`src/rtl/mix_tree_sequencer_if.sv`:
```
// Host-command and valve-driver bundle for one mixing-tree sequencer.
// The master side issues commands and observes valves; the slave side is the sequencer.
interface mix_tree_sequencer_if #(
  parameter int LEVELS = 3,
  parameter int CNT_W  = 16,
  parameter int RUN_W  = 8
);
  localparam int LVL_W = $clog2(LEVELS + 1);

  logic                 start;
  logic                 abort;
  logic [CNT_W-1:0]     fill_time;
  logic [CNT_W-1:0]     mix_time;
  logic [CNT_W-1:0]     xfer_time;
  logic [CNT_W-1:0]     flush_time;
  logic [2**LEVELS-1:0] inlet_valve;
  logic [LEVELS-1:0]    mix_pump;
  logic [LEVELS-1:0]    stage_valve;
  logic                 out_valve;
  logic                 busy;
  logic                 done;
  logic                 aborted;
  logic [LVL_W-1:0]     level;
  logic [RUN_W-1:0]     run_count;

  modport master (
    output start, abort, fill_time, mix_time, xfer_time, flush_time,
    input  inlet_valve, mix_pump, stage_valve, out_valve, busy, done, aborted, level, run_count
  );

  modport slave (
    input  start, abort, fill_time, mix_time, xfer_time, flush_time,
    output inlet_valve, mix_pump, stage_valve, out_valve, busy, done, aborted, level, run_count
  );
endinterface

```
`src/rtl/mix_tree_sequencer.sv`:
```
// Timed fill -> mix/transfer per level -> flush controller for a binary mixing tree.
// Every output is a flop loaded from the next-state decode, so no input reaches an output combinationally.
module mix_tree_sequencer #(
  parameter int LEVELS = 3,
  parameter int CNT_W  = 16,
  parameter int RUN_W  = 8
) (
  input  logic                clk,
  input  logic                rst,
  mix_tree_sequencer_if.slave bus
);
  localparam int LVL_W = $clog2(LEVELS + 1);
  localparam int INL_W = 2 ** LEVELS;

  typedef enum logic [2:0] {
    S_IDLE,
    S_FILL,
    S_MIX,
    S_XFER,
    S_FLUSH,
    S_DONE
  } state_t;

  state_t           state_q, state_d;
  logic [CNT_W-1:0] cnt_q, cnt_d;
  logic [CNT_W-1:0] fill_q, fill_d;
  logic [CNT_W-1:0] mix_q, mix_d;
  logic [CNT_W-1:0] xfer_q, xfer_d;
  logic [CNT_W-1:0] flush_q, flush_d;
  logic [LVL_W-1:0] level_q, level_d;
  logic [RUN_W-1:0] run_count_q, run_count_d;
  logic             aborted_q, aborted_d;
  logic             busy_q, busy_d;
  logic             done_q, done_d;
  logic             out_valve_q, out_valve_d;
  logic [INL_W-1:0] inlet_valve_q, inlet_valve_d;
  logic [LEVELS-1:0] mix_pump_q, mix_pump_d;
  logic [LEVELS-1:0] stage_valve_q, stage_valve_d;

  function automatic logic [CNT_W-1:0] clamp1(input logic [CNT_W-1:0] v);
    return (v == '0) ? CNT_W'(1) : v;
  endfunction

  always_comb begin
    state_d     = state_q;
    cnt_d       = cnt_q;
    fill_d      = fill_q;
    mix_d       = mix_q;
    xfer_d      = xfer_q;
    flush_d     = flush_q;
    level_d     = level_q;
    run_count_d = run_count_q;
    aborted_d   = aborted_q;

    // cnt holds the remaining cycles of the current phase minus one
    case (state_q)
      S_IDLE: begin
        if (bus.start) begin
          fill_d    = clamp1(bus.fill_time);
          mix_d     = clamp1(bus.mix_time);
          xfer_d    = clamp1(bus.xfer_time);
          flush_d   = clamp1(bus.flush_time);
          cnt_d     = clamp1(bus.fill_time) - CNT_W'(1);
          aborted_d = 1'b0;
          level_d   = '0;
          state_d   = S_FILL;
        end
      end
      S_FILL, S_MIX, S_XFER: begin
        if (bus.abort) begin
          state_d   = S_FLUSH;
          cnt_d     = flush_q - CNT_W'(1);
          aborted_d = 1'b1;
          level_d   = '0;
        end else if (cnt_q != '0) begin
          cnt_d = cnt_q - CNT_W'(1);
        end else if (state_q == S_FILL) begin
          state_d = S_MIX;
          cnt_d   = mix_q - CNT_W'(1);
        end else if (state_q == S_MIX) begin
          state_d = S_XFER;
          cnt_d   = xfer_q - CNT_W'(1);
        end else if (level_q == LVL_W'(LEVELS - 1)) begin
          state_d = S_FLUSH;
          cnt_d   = flush_q - CNT_W'(1);
          level_d = '0;
        end else begin
          state_d = S_MIX;
          cnt_d   = mix_q - CNT_W'(1);
          level_d = level_q + LVL_W'(1);
        end
      end
      S_FLUSH: begin
        if (cnt_q != '0) begin
          cnt_d = cnt_q - CNT_W'(1);
        end else begin
          state_d = S_DONE;
          if (!aborted_q) begin
            run_count_d = run_count_q + RUN_W'(1);
          end
        end
      end
      S_DONE: begin
        state_d = S_IDLE;
      end
      default: begin
        state_d = S_IDLE;
      end
    endcase

    inlet_valve_d = (state_d == S_FILL) ? '1 : '0;
    mix_pump_d    = (state_d == S_MIX)  ? (LEVELS'(1) << level_d) : '0;
    stage_valve_d = (state_d == S_XFER) ? (LEVELS'(1) << level_d) : '0;
    out_valve_d   = (state_d == S_FLUSH);
    busy_d        = (state_d == S_FILL) || (state_d == S_MIX) ||
                    (state_d == S_XFER) || (state_d == S_FLUSH);
    done_d        = (state_d == S_DONE);
  end

  always_ff @(posedge clk) begin
    if (rst) begin
      state_q       <= S_IDLE;
      cnt_q         <= '0;
      fill_q        <= '0;
      mix_q         <= '0;
      xfer_q        <= '0;
      flush_q       <= '0;
      level_q       <= '0;
      run_count_q   <= '0;
      aborted_q     <= 1'b0;
      busy_q        <= 1'b0;
      done_q        <= 1'b0;
      out_valve_q   <= 1'b0;
      inlet_valve_q <= '0;
      mix_pump_q    <= '0;
      stage_valve_q <= '0;
    end else begin
      state_q       <= state_d;
      cnt_q         <= cnt_d;
      fill_q        <= fill_d;
      mix_q         <= mix_d;
      xfer_q        <= xfer_d;
      flush_q       <= flush_d;
      level_q       <= level_d;
      run_count_q   <= run_count_d;
      aborted_q     <= aborted_d;
      busy_q        <= busy_d;
      done_q        <= done_d;
      out_valve_q   <= out_valve_d;
      inlet_valve_q <= inlet_valve_d;
      mix_pump_q    <= mix_pump_d;
      stage_valve_q <= stage_valve_d;
    end
  end

  assign bus.inlet_valve = inlet_valve_q;
  assign bus.mix_pump    = mix_pump_q;
  assign bus.stage_valve = stage_valve_q;
  assign bus.out_valve   = out_valve_q;
  assign bus.busy        = busy_q;
  assign bus.done        = done_q;
  assign bus.aborted     = aborted_q;
  assign bus.level       = level_q;
  assign bus.run_count   = run_count_q;
endmodule

```
`src/flat_wrapper.sv`:
```
// flat-port wrapper written by rule: the top's interface ports become plain ports
module mix_tree_sequencer_flat 
#(
  parameter int LEVELS = 3,
  parameter int CNT_W  = 16,
  parameter int RUN_W  = 8
)
  (clk, rst, bus_start, bus_abort, bus_fill_time, bus_mix_time, bus_xfer_time, bus_flush_time, bus_inlet_valve, bus_mix_pump, bus_stage_valve, bus_out_valve, bus_busy, bus_done, bus_aborted, bus_level, bus_run_count);
  mix_tree_sequencer_if #(.LEVELS(LEVELS), .CNT_W(CNT_W), .RUN_W(RUN_W)) bus_i ();
  input  logic clk;
  input  logic rst;
  input wire logic [$bits(bus_i.start)-1:0] bus_start;
  input wire logic [$bits(bus_i.abort)-1:0] bus_abort;
  input wire logic [$bits(bus_i.fill_time)-1:0] bus_fill_time;
  input wire logic [$bits(bus_i.mix_time)-1:0] bus_mix_time;
  input wire logic [$bits(bus_i.xfer_time)-1:0] bus_xfer_time;
  input wire logic [$bits(bus_i.flush_time)-1:0] bus_flush_time;
  output wire logic [$bits(bus_i.inlet_valve)-1:0] bus_inlet_valve;
  output wire logic [$bits(bus_i.mix_pump)-1:0] bus_mix_pump;
  output wire logic [$bits(bus_i.stage_valve)-1:0] bus_stage_valve;
  output wire logic [$bits(bus_i.out_valve)-1:0] bus_out_valve;
  output wire logic [$bits(bus_i.busy)-1:0] bus_busy;
  output wire logic [$bits(bus_i.done)-1:0] bus_done;
  output wire logic [$bits(bus_i.aborted)-1:0] bus_aborted;
  output wire logic [$bits(bus_i.level)-1:0] bus_level;
  output wire logic [$bits(bus_i.run_count)-1:0] bus_run_count;
  assign bus_i.start = bus_start;
  assign bus_i.abort = bus_abort;
  assign bus_i.fill_time = bus_fill_time;
  assign bus_i.mix_time = bus_mix_time;
  assign bus_i.xfer_time = bus_xfer_time;
  assign bus_i.flush_time = bus_flush_time;
  assign bus_inlet_valve = bus_i.inlet_valve;
  assign bus_mix_pump = bus_i.mix_pump;
  assign bus_stage_valve = bus_i.stage_valve;
  assign bus_out_valve = bus_i.out_valve;
  assign bus_busy = bus_i.busy;
  assign bus_done = bus_i.done;
  assign bus_aborted = bus_i.aborted;
  assign bus_level = bus_i.level;
  assign bus_run_count = bus_i.run_count;
  mix_tree_sequencer #(.LEVELS(LEVELS), .CNT_W(CNT_W), .RUN_W(RUN_W)) u_core (.clk(clk), .rst(rst), .bus(bus_i));
endmodule
```
`config.mk`:
```
export PLATFORM = sky130hd
export DESIGN_NAME = mix_tree_sequencer_flat
export DESIGN_NICKNAME = d
export VERILOG_FILES = /design/src/rtl/mix_tree_sequencer_if.sv /design/src/rtl/mix_tree_sequencer.sv /design/src/flat_wrapper.sv
export SDC_FILE = /design/constraint.sdc
export NUM_CORES = 1
export LEC_CHECK = 0
export ABC_AREA = 1
export CAP_MARGIN = 20
export CORE_MARGIN = 4
export CORE_UTILIZATION = 55
export DETAILED_ROUTE_END_ITERATION = 10
export PLACE_DENSITY = 0.82
export SLEW_MARGIN = 20
export SYNTH_ARGS = -nofsm -noshare
export SYNTH_HDL_FRONTEND = slang
export SYNTH_SLANG_ARGS = --single-unit
```
`constraint.sdc`:
```
create_clock -name clk -period 5.4 [get_ports clk]
set_input_delay 1.08 -clock clk [delete_from_list [all_inputs] [get_ports clk]]
set_output_delay 1.08 -clock clk [all_outputs]
set_load 0.02 [all_outputs]
```
Yosys cells after proc, flatten, opt, wreduce, memory -nomap -nowiden:

Cells that the tools add are included.

* register bits: 95
* bits in latches: 0
* bits in writable memories: 0
* bits in read-only memories: 0
* input bits: 68
* word-level logic and storage cells: 88
* memories kept: 0

* add/sub/neg operators: 7
* multipliers: 0
* divide/modulo/power cells: 0
* $lt $le $gt $ge: 0
* equality and inequality tests: 13
* shift operators: 1
* mux-type cells: 31
* bitwise logic cells: 4
* reductions and logical operators: 18

Operators by type and width (count)
* two-way mux 16 bit: 11
* subtractor 16 x 1 -> 16 bit (second input constant): 5
* zero test 16 bit: 4
* one-hot mux 16 bit (3 select lines): 1
* two-way mux 3 bit: 7
* nonzero test 16 bit: 1
* equality test 3 x 2 -> 1 bit (second input constant): 4
* two-way mux 2 bit: 6
* equality test 3 bit (second input constant): 3
* one-hot mux 3 bit (3 select lines): 1
* AND reduction 3 bit: 3
* adder 8 x 1 -> 8 bit (second input constant): 1
* two-way mux 8 bit: 1
* equality test 3 x 1 -> 1 bit (second input constant): 2
* inequality test 2 bit (second input constant): 2
* inverter 1 bit: 4
* one-hot mux 2 bit (2 select lines): 1
* OR reduction 2 bit: 2
* zero test 3 bit: 1
* logical OR 1 bit: 3
* nonzero test 3 bit: 1
* OR reduction 3 bit: 1
* << shifter 1 x 2 -> 3 bit (first input constant): 1
* adder 2 x 1 -> 2 bit (second input constant): 1
* 6 further kinds: 7

Depth between registers and ports, before layout:

Gate-level depths: netlist of the first run.

* word-level depth: 11
* gate-level depth with buffers: 15

Least setup slack after synthesis of the first run:

No wires, ideal clock.

* kind: input port to flip-flop
* from: in bus_fill_time[3]
* to: reg u_core.cnt_q[10]
* library setup time: 0.119 ns
* arrival: 2.632 ns
* data required time: 5.281 ns
* slack: 2.648 ns
* stages: 15
* cells stage by stage: nor2_1 > nand2_1 > nor2_1 > nand2_1 > nand2_1 > inv_1 > ha_1 > nand2_1 > inv_1 > nand2_1 > nor2_1 > or2_2 > nand3_1 > o211a_1 > a21oi_1

* cells in the longest elaborated chain, start to end: 5

RTL lines
* start: declaration: line flat_wrapper.sv:14 `input wire logic [$bits(bus_i.fill_time)-1:0] bus_fill_time;`
* zero test 16 bit: line mix_tree_sequencer.sv:41 `return (v == '0) ? CNT_W'(1) : v;`
* two-way mux 16 bit (*)
* subtractor 16 x 1 -> 16 bit (*): line mix_tree_sequencer.sv:63 `cnt_d = clamp1(bus.fill_time) - CNT_W'(1);`
* two-way mux 16 bit (*): line mix_tree_sequencer.sv:58 `if (bus.start) begin`
* one-hot mux 16 bit (3 select lines) (*): line mix_tree_sequencer.sv:56 `case (state_q)`
* end signal: assignment: line mix_tree_sequencer.sv:139 `cnt_q <= cnt_d;`
* end: declaration: line mix_tree_sequencer.sv:25 `logic [CNT_W-1:0] cnt_q, cnt_d;`

Every way passes the cells marked *; elsewhere a longest branch is shown, timed or not. The select of a mux whose other input is x is not followed.
A chain may end at the register's enable or synchronous reset.

Worst setup path in the final report of the first run:

* from: in bus_start
* to: reg u_core.xfer_q[8]

* cells in the longest elaborated chain, start to end: 1

RTL lines
* start: declaration: line flat_wrapper.sv:12 `input wire logic [$bits(bus_i.start)-1:0] bus_start;`
* AND reduction 2 bit (no line)
* end signal: assignment: line mix_tree_sequencer.sv:142 `xfer_q <= xfer_d;`
* end: declaration: line mix_tree_sequencer.sv:28 `logic [CNT_W-1:0] xfer_q, xfer_d;`

No other way between the ends.

==> results of run 1 <==
## per-layer routing
metal	track usage	wire, microns
met5	0	0
met4	0.0871	515
met3	0.0557	1370
met2	0.468	8640
met1	0.376	8180
## synth_stat cells, drive strengths merged (6+ instances only)
| master | number | area, sq um |
|---|---|---|
| nand3 | 121 | 628 |
| nor4 | 10 | 62.6 |
| dfxtp | 88 | 1760 |
| o22ai | 14 | 87.6 |
| xor2 | 21 | 184 |
| buf | 16 | 101 |
| nand2 | 250 | 946 |
| ha | 6 | 75.1 |
| a21oi | 42 | 210 |
| inv | 138 | 518 |
| clkbuf | 15 | 56.3 |
| nor3 | 13 | 86.3 |
| nand4 | 10 | 77.6 |
| o21ai | 70 | 350 |
| nor2 | 169 | 682 |
| xnor2 | 9 | 78.8 |
## registers in the layout, summed over array words and instances, names as in the netlist, 2 cells and up
name,cells
u_core.bus.level,2
u_core.flush_q,16
u_core.cnt_q,16
u_core.bus.mix_pump,3
u_core.mix_q,16
u_core.bus.stage_valve,3
u_core.xfer_q,16
u_core.state_q,3
u_core.bus.run_count,8
## metrics by stage
step / setup slack (ns) / hold slack [ns] / cells / cell area (sq um)
5_1_grt: 2.01 / 0.522 / 1246 / 7350
3_3_place_gp: 1.94 / 0.480 / 1230 / 7150
6_report: 2.19 / 0.501 / 1246 / 7350
3_5_place_dp: 1.87 / 0.482 / 1230 / 7150
2_1_floorplan: 2.65 / 0.466 / 1024 / 6170
4_1_cts: 2.26 / 0.500 / 1246 / 7350
## worst min path at each step
stage	to	cells past startpoint
6_report	u_core.flush_q[15]	2
5_1_grt	u_core.bus.run_count[6]	2
4_1_cts	u_core.bus.run_count[6]	2
3_5_place_dp	u_core.bus.run_count[6]	2
3_3_place_gp	u_core.bus.run_count[6]	2
2_1_floorplan	u_core.flush_q[15]	2
## final cells by class
type	instances	share of cell area
Sequential cell	88	0.240
Timing Repair Buffer	97	0.131
Tap cell	140	0.0238
Inverter	138	0.0705
Clock inverter	6	0.00919
Multi-Input combinational cell	767	0.508
Clock buffer	10	0.0174
## logic make-up after synthesis
family / after synthesis
xor gates and xnor gates: 30
buffers and inverters: 169
DFF: 88
and+or+nand+nor: 582
adders and majority gates: 6
AOI/OAI and AO/OA: 149
## tightest hold or removal path, cell delays in order (launching register included)
cell	delay, ns
dfxtp_1	0.32
inv_1	0.06
o21ai_0	0.07
## report_power, final
part           internal (mW)  switching (mW)  leakage, nW  total [mW]
sequential             0.691          0.0443        0.722       0.736
clock                  0.218           0.264       0.0986       0.482
combinational          0.209           0.356         2.41       0.566
==> impl_metrics.yaml, run 1 <==
clock_network:
  htreeDepth: 3
  numCtsBuffers: 9
  insertion_delay_ns: 0.38
  clock_sinks: 88
  ctsHoldBuffers: 0
  clk_path_buf_depth: 2
  post_cts_buffers: 0
  cts.repair.resized: 0
  root_buffer: "clkbuf_8"
  clk_pin_slew_worst_paths_ns: 0.09
  cts_tree: "yes"
setup_path:
  required_ns: 5.67
  crit_path_frequent_cell: "nand2_1"
  reg2reg_to: "u_core.xfer_q[8]"
  critPathArrivalTime_ns: 3.47
  reg2reg_depth: 6
  r2r_start: "u_core.state_q[1]"
  critPathLaunchType: "input port"
  critPathKind: "input port to register"
  r2r_slack_ns: 2.64
  startpoint: "bus_start"
  crit_end: "u_core.xfer_q[8]"
  cp_top_family: "simple AND/OR/NAND/NOR gates"
  cp.depth: 4
  worstSetupEndpointType: "register"
  path_buf_inv: 1
  critical_path.max_stage_delay_ns: 0.86
  path_cells: "clkdlybuf4s50_1 > nand2_1 > nand2_1 > o21ai_0"
  worstPathMaxFanout: 33
  crit_slowest_cell: "nand2_1"
routing:
  wl_per_cell_microns: 15.0
  wl_microns: 18700
  firstDrtPassIters: 5
  ant_nets: 0
  drc: 0
  drtIter0Drc: 726
  num_vias: 6943
  vias_per_cell: 5.57
floorplan:
  die_y_microns: 114
  start_util: 0.567
  num_rows: 38
  ios: 96
  coreArea_sq_mm: 0.0109
  die_x_microns: 114
  die-area_sq_mm: 0.0130
yosys:
  syn-mean-instance-area_sq_um: 6.03
  synth_compound_area_frac: 0.137
  yosys.area_share.simple: 0.413
  synth_area_sq_mm: 0.00617
  synth.distinct_cells: 43
  synth_top_flop_cell: "dfxtp_1"
  async_reset_ff_frac: 0
  synth_fa_ha_area_frac: 0.0122
  synth_mux_area_frac: 0
  synth-seq-cells: 88
  synth_edf_count: 0
  synth_top_family_by_area: "simple AND/OR/NAND/NOR gates"
  synth_xor_area_frac: 0.0426
  synth_seq_area_share: 0.286
  yosysWarnings: 0
  synth_nets: 1098
  postSynthCellCount: 1024
timing:
  max_freq_mhz: 312
  period_minus_slack_ns: 3.21
  rsz0062_at_grt: "false"
  hold_violations: 0
  relSlewSlack: 0.296
  drv_slew: 0
  max_slew.worst_pin.slew_ns: 1.06
  finalSetupViolCount: 0
  skew_ns: 0.0150
  finalSetupTns_ns: 0
  period_share: 0.594
cells_and_area:
  nNetsFinal: 1175
  layout_commonest_cell: "nand2_1"
  final_cell_mix: "nand2_1, nor2_1, inv_1"
  multi_input_area_sq_mm: 0.00373
  fill_cells: 1049
  n_antenna_cell: 0
  utilization: 0.675
  seq_area_sq_mm: 0.00176
  area.growth.synth_to_final_pct: 19.1
  drive_gt1_frac: 0.0506
global_routing:
  grtUsageTotal: 0.284
  gr-total-overflow: 0
  grt_max_degree: 34
  first_global_vias: 6303
  grt_antenna_before_repair: 0
  grt_pass1_wl_microns: 29900
power_and_ir_drop:
  ir_drop_mv: 0.188
  totalPowerFinal_mw: 1.78
  powerDensity_mw_per_mm2: 243
  power.leakage_nw: 3.23
placed_design:
  dp_hpwl_microns: 14500
  routabilityCongestion: 0.991
  io_buffers: 95
run:
  drv_cap: 0
run_status:
  outcome: "finished clean"
min_path:
  hp-start: "u_core.flush_q[15]"
  hold_path_class: "register to register"
Power figures use the tool's default switching activity.
==> run 2: changes to the inputs <==
Clock period 5.4 ns to 2.99 ns, I/O delays scaled along.
==> impl_metrics.yaml, run 2 (synthesis gave the netlist of run 1 again) <==
setup_path:
  critPathLaunchType: "input port"
  r2r_start: "u_core.cnt_q[0]"
  worstSetupEndpointType: "register"
  worstPathMaxFanout: 4
  critPathArrivalTime_ns: 2.83
  crit_end: "u_core.cnt_q[10]"
  r2r_slack_ns: 0.58
  startpoint: "bus_fill_time[5]"
  reg2reg_to: "u_core.cnt_q[1]"
  required_ns: 3.28
  critPathKind: "input port to register"
  reg2reg_depth: 9
global_routing:
  gr-total-overflow: 0
  first_global_vias: 6451
  grt_pass1_wl_microns: 30300
  grtUsageTotal: 0.289
  grt_max_degree: 34
  grt_antenna_before_repair: 0
cells_and_area:
  layout_commonest_cell: "nand2_1"
  fill_cells: 1030
  utilization: 0.683
  nNetsFinal: 1186
  n_antenna_cell: 0
  area.growth.synth_to_final_pct: 20.5
  drive_gt1_frac: 0.0609
  final_cell_mix: "nand2_1, nor2_1, inv_1"
  final_area_sq_mm: 0.00743
  fin_cells: 1257
placed_design:
  dp_hpwl_microns: 14900
  dp.cells: 1241
  place_area_sq_mm: 0.00724
  routabilityCongestion: 1.02
  pre_cts_slack_ns: 0.0723
  io_buffers: 95
power_and_ir_drop:
  totalPowerFinal_mw: 3.21
  power.leakage_nw: 3.28
  p_int_mw: 1.96
  swShare: 0.388
  p_comb_frac: 0.321
  clkPwrFrac: 0.264
  sequentialPowerShare: 0.415
  p_sw_mw: 1.25
  powerDensity_mw_per_mm2: 432
  ir_drop_mv: 0.290
min_path:
  hp-start: "u_core.flush_q[1]"
  hold_path_class: "register to register"
clock_network:
  cts.repair.resized: 0
  numCtsBuffers: 9
  ctsHoldBuffers: 0
  insertion_delay_ns: 0.39
  cts_tree: "yes"
  clk_pin_slew_worst_paths_ns: 0.10
  htreeDepth: 3
  post_cts_buffers: 0
  root_buffer: "clkbuf_8"
  clk_path_buf_depth: 2
  clock_sinks: 88
floorplan:
  ios: 96
  die_x_microns: 114
  die_y_microns: 114
  num_rows: 38
  start_util: 0.567
  coreArea_sq_mm: 0.0109
  die-area_sq_mm: 0.0130
routing:
  drc: 0
  ant_nets: 0
  drtIter0Drc: 634
  firstDrtPassIters: 7
  wl_per_cell_microns: 14.8
  num_vias: 6938
  vias_per_cell: 5.52
  wl_microns: 18600
timing:
  rsz0062_at_grt: "false"
  relSlewSlack: 0.619
  skew_ns: 0.0114
  hold_violations: 0
  drv_slew: 0
  max_slew.worst_pin.slew_ns: 0.570
  finalSetupTns_ns: 0
  period_minus_slack_ns: 2.54
  finalSetupViolCount: 0
  final.setup.worst_slack_ns: 0.450
  period_share: 0.850
  holdWs_ns: 0.503
  max_freq_mhz: 394
run_status:
  outcome: "finished clean"
run:
  drv_cap: 0
==> run 2: cell count changes in the layout (fill, tap and decap cells not counted), sizes merged <==
| cell | delta |
|---|---|
| buf | +11 |
| bufinv | -1 |
| clkbuf | -1 |
| inv | +2 |
==> run 2: how the worst min path moves through the flow <==
stage / endpoint / depth (start not counted)
final: u_core.flush_q[1] / 2
after floorplan: u_core.flush_q[15] / 2
after global routing: u_core.bus.run_count[6] / 2
after CTS: u_core.flush_q[1] / 2
after detailed placement: u_core.flush_q[1] / 2
after global placement: u_core.flush_q[15] / 2
==> run 2: area by class of cell <==
cell class / count / area (sq um) / area share
inverters: 138 / 518 / 0.0697
clock buffers: 9 / 124 / 0.0167
flip-flops and latches: 88 / 1760 / 0.237
clock inverters: 7 / 72.6 / 0.00976
well taps: 140 / 175 / 0.0236
multi-input cells: 767 / 3730 / 0.502
repair buffers: 108 / 1050 / 0.141
==> run 2: routing by layer <==
layer,vias up,wire length (microns),part of all wire,GRT usage
met5,-,0,0,0
met4,0,476,0.026,0.0974
met3,36,1140,0.061,0.0552
met2,209,8600,0.46,0.469
met1,3214,8410,0.45,0.388
li1,3479,-,-,-
==> run 2: power groups by stage <==
stage	sequential, mW	clock [mW]	combinational, mW
after global placement	1.35	0	0.999
after global routing	1.34	0.895	1.16
after CTS	1.33	0.854	1.01
final	1.33	0.849	1.03
after floorplan	1.34	0	0.698
after detailed placement	1.36	0	1.01
==> run 2: critical path: stages <==
cell and delay [ns]:
clkdlybuf4s50_1 0.47, nor2_1 0.20, nand2_1 0.13, nor2_1 0.14
nand2_1 0.09, nand2_1 0.06, inv_1 0.04, ha_1 0.19
nand2_1 0.13, inv_1 0.09, nand2_1 0.10, nor2_1 0.06
or2_2 0.27, nand3_1 0.07, o211a_1 0.14, a21oi_1 0.06
==> run 3: changes to the inputs <==
Clock period 2.99 ns to 2.4 ns, I/O delays scaled along.
==> impl_metrics.yaml, run 3 (synthesis gave the netlist of run 1 again) <==
placed_design:
  pre_cts_slack_ns: -0.183
  place_area_sq_mm: 0.00753
  routabilityCongestion: 1.03
  dp_hpwl_microns: 15200
  io_buffers: 95
cells_and_area:
  seq_area_sq_mm: 0.00176
  final_cell_mix: "nand2_1, nor2_1, inv_1"
  layout_commonest_cell: "nand2_1"
  n_antenna_cell: 0
  multi_input_area_sq_mm: 0.00375
  nNetsFinal: 1224
  fill_cells: 991
  final_area_sq_mm: 0.00775
  drive_gt1_frac: 0.0961
  area.growth.synth_to_final_pct: 25.7
timing:
  relSlewSlack: 0.670
  finalSetupTns_ns: 0
  finalSetupViolCount: 0
  final.setup.worst_slack_ns: 0.210
  hold_violations: 0
  period_minus_slack_ns: 2.19
  skew_ns: 0.0147
  max_slew.worst_pin.slew_ns: 0.493
  period_share: 0.912
  drv_slew: 0
  max_freq_mhz: 457
clock_network:
  root_buffer: "clkbuf_8"
  clk_path_buf_depth: 2
  cts_tree: "yes"
  htreeDepth: 3
  clk_pin_slew_worst_paths_ns: 0.09
  clock_sinks: 88
  numCtsBuffers: 9
  insertion_delay_ns: 0.40
floorplan:
  die_y_microns: 114
  die-area_sq_mm: 0.0130
  die_x_microns: 114
  ios: 96
  coreArea_sq_mm: 0.0109
  start_util: 0.567
  num_rows: 38
setup_path:
  r2r_slack_ns: 0.25
  path_cells: "clkdlybuf4s50_1 > nor2_2 > nand3_1 > nor2_1 > nand2_1 > nand2_1 > inv_1 > ha_1 > nand2_1 > inv_1 > buf_4 > nand3_1 > or2_2 > a21oi_1 > nor3_1 > a21oi_1"
  worstPathMaxFanout: 3
  reg2reg_to: "u_core.bus.run_count[6]"
  critPathKind: "input port to register"
  critical_path.max_stage_delay_ns: 0.51
  crit_slowest_cell: "clkdlybuf4s50_1"
  critPathLaunchType: "input port"
  r2r_start: "u_core.cnt_q[0]"
  crit_path_frequent_cell: "nand2_1"
  critPathArrivalTime_ns: 2.51
  reg2reg_depth: 11
  required_ns: 2.72
  worstSetupEndpointType: "register"
global_routing:
  first_global_vias: 6781
  grt-busiest-layer: "met2"
  grt_pass1_wl_microns: 31600
  grtUsageMet3: 0.0690
  gr-total-overflow: 0
  grt_max_degree: 34
  grtUsageTotal: 0.301
  met2_usage: 0.501
  grt_antenna_before_repair: 0
  use_met1: 0.383
routing:
  drc: 0
  firstDrtPassIters: 7
  num_vias: 7156
  drtIter0Drc: 688
  wl_per_cell_microns: 14.7
  wl_microns: 19000
  vias_per_cell: 5.53
  ant_nets: 0
power_and_ir_drop:
  p_int_mw: 2.50
  clkPwrFrac: 0.264
  p_sw_mw: 1.58
  ir_drop_mv: 0.542
  p_comb_frac: 0.330
  power.leakage_nw: 3.48
  sequentialPowerShare: 0.406
  swShare: 0.388
  powerDensity_mw_per_mm2: 527
min_path:
  hold_end: "u_core.flush_q[15]"
  hp-start: "u_core.flush_q[15]"
  hold_path_class: "register to register"
  holdPathStages: 2
run:
  drv_cap: 0
run_status:
  outcome: "finished clean"
run 3: cell count changes in the layout (fill, tap and decap cells not counted), sizes merged:
cell | previous run | this run
buf | 13 | 51
clkinvlp | 1 | 0
inv | 142 | 143
run 3: worst max path at each step:
stage | cells past startpoint | end | start | slack (ns)
floorplan | 15 | u_core.cnt_q[10] | bus_fill_time[3] | 0.25
global placement | 16 | u_core.cnt_q[10] | bus_fill_time[11] | -0.14
detailed placement | 16 | u_core.cnt_q[10] | bus_fill_time[13] | -0.18
CTS | 13 | u_core.bus.stage_valve[0] | u_core.cnt_q[0] | 0.16
global route | 16 | u_core.cnt_q[14] | bus_fill_time[13] | -0.01
finish | 16 | u_core.cnt_q[14] | bus_fill_time[13] | 0.21
run 3: worst max-delay path, delay by kind of cell:
family / cells / cell delay [ns]
AOI/OAI and AO/OA: 2 / 0.28
adders and majority gates: 1 / 0.15
buffers and inverters: 4 / 0.74
and+or+nand+nor: 9 / 0.85
run 3: area by class of cell:
type / count / area share
Tap cell: 140 / 0.0226
Clock inverter: 7 / 0.0105
Multi-Input combinational cell: 767 / 0.483
Timing Repair Buffer: 146 / 0.174
Sequential cell: 88 / 0.227
Inverter: 138 / 0.0668
Clock buffer: 9 / 0.0160
run 3: per-layer routing:
layer | up-vias | wire [microns]
li1 | 3556 | -
met1 | 3295 | 8200
met2 | 270 | 8900
met3 | 35 | 1420
met4 | 0 | 469
met5 | - | 0
run 3: stage by stage:
step,total power [mW],hold WS [ns],util,cells
3_5_place_dp,3.00,0.480,0.692,1279
6_report,4.08,0.504,0.712,1295
2_1_floorplan,2.53,0.466,-,1024
4_1_cts,4.07,0.499,0.711,1295
5_1_grt,4.33,0.534,0.712,1295
3_3_place_gp,2.98,0.482,0.692,1279
run 3: timing repair:
| action | 4_1_cts | 5_1_grt |
|---|---|---|
| setup endpoints to repair | 0 | 12 |
| buffers inserted | 0 | 0 |
| resized for setup | 0 | 5 |
| hold buffers | 0 | 0 |
run 3: power groups by stage:
stage / logic (mW) / clock network [mW] / registers (mW)
2_1_floorplan: 0.870 / 0 / 1.66
3_3_place_gp: 1.30 / 0 / 1.68
3_5_place_dp: 1.31 / 0 / 1.69
4_1_cts: 1.32 / 1.09 / 1.65
5_1_grt: 1.52 / 1.15 / 1.67
6_report: 1.35 / 1.08 / 1.66
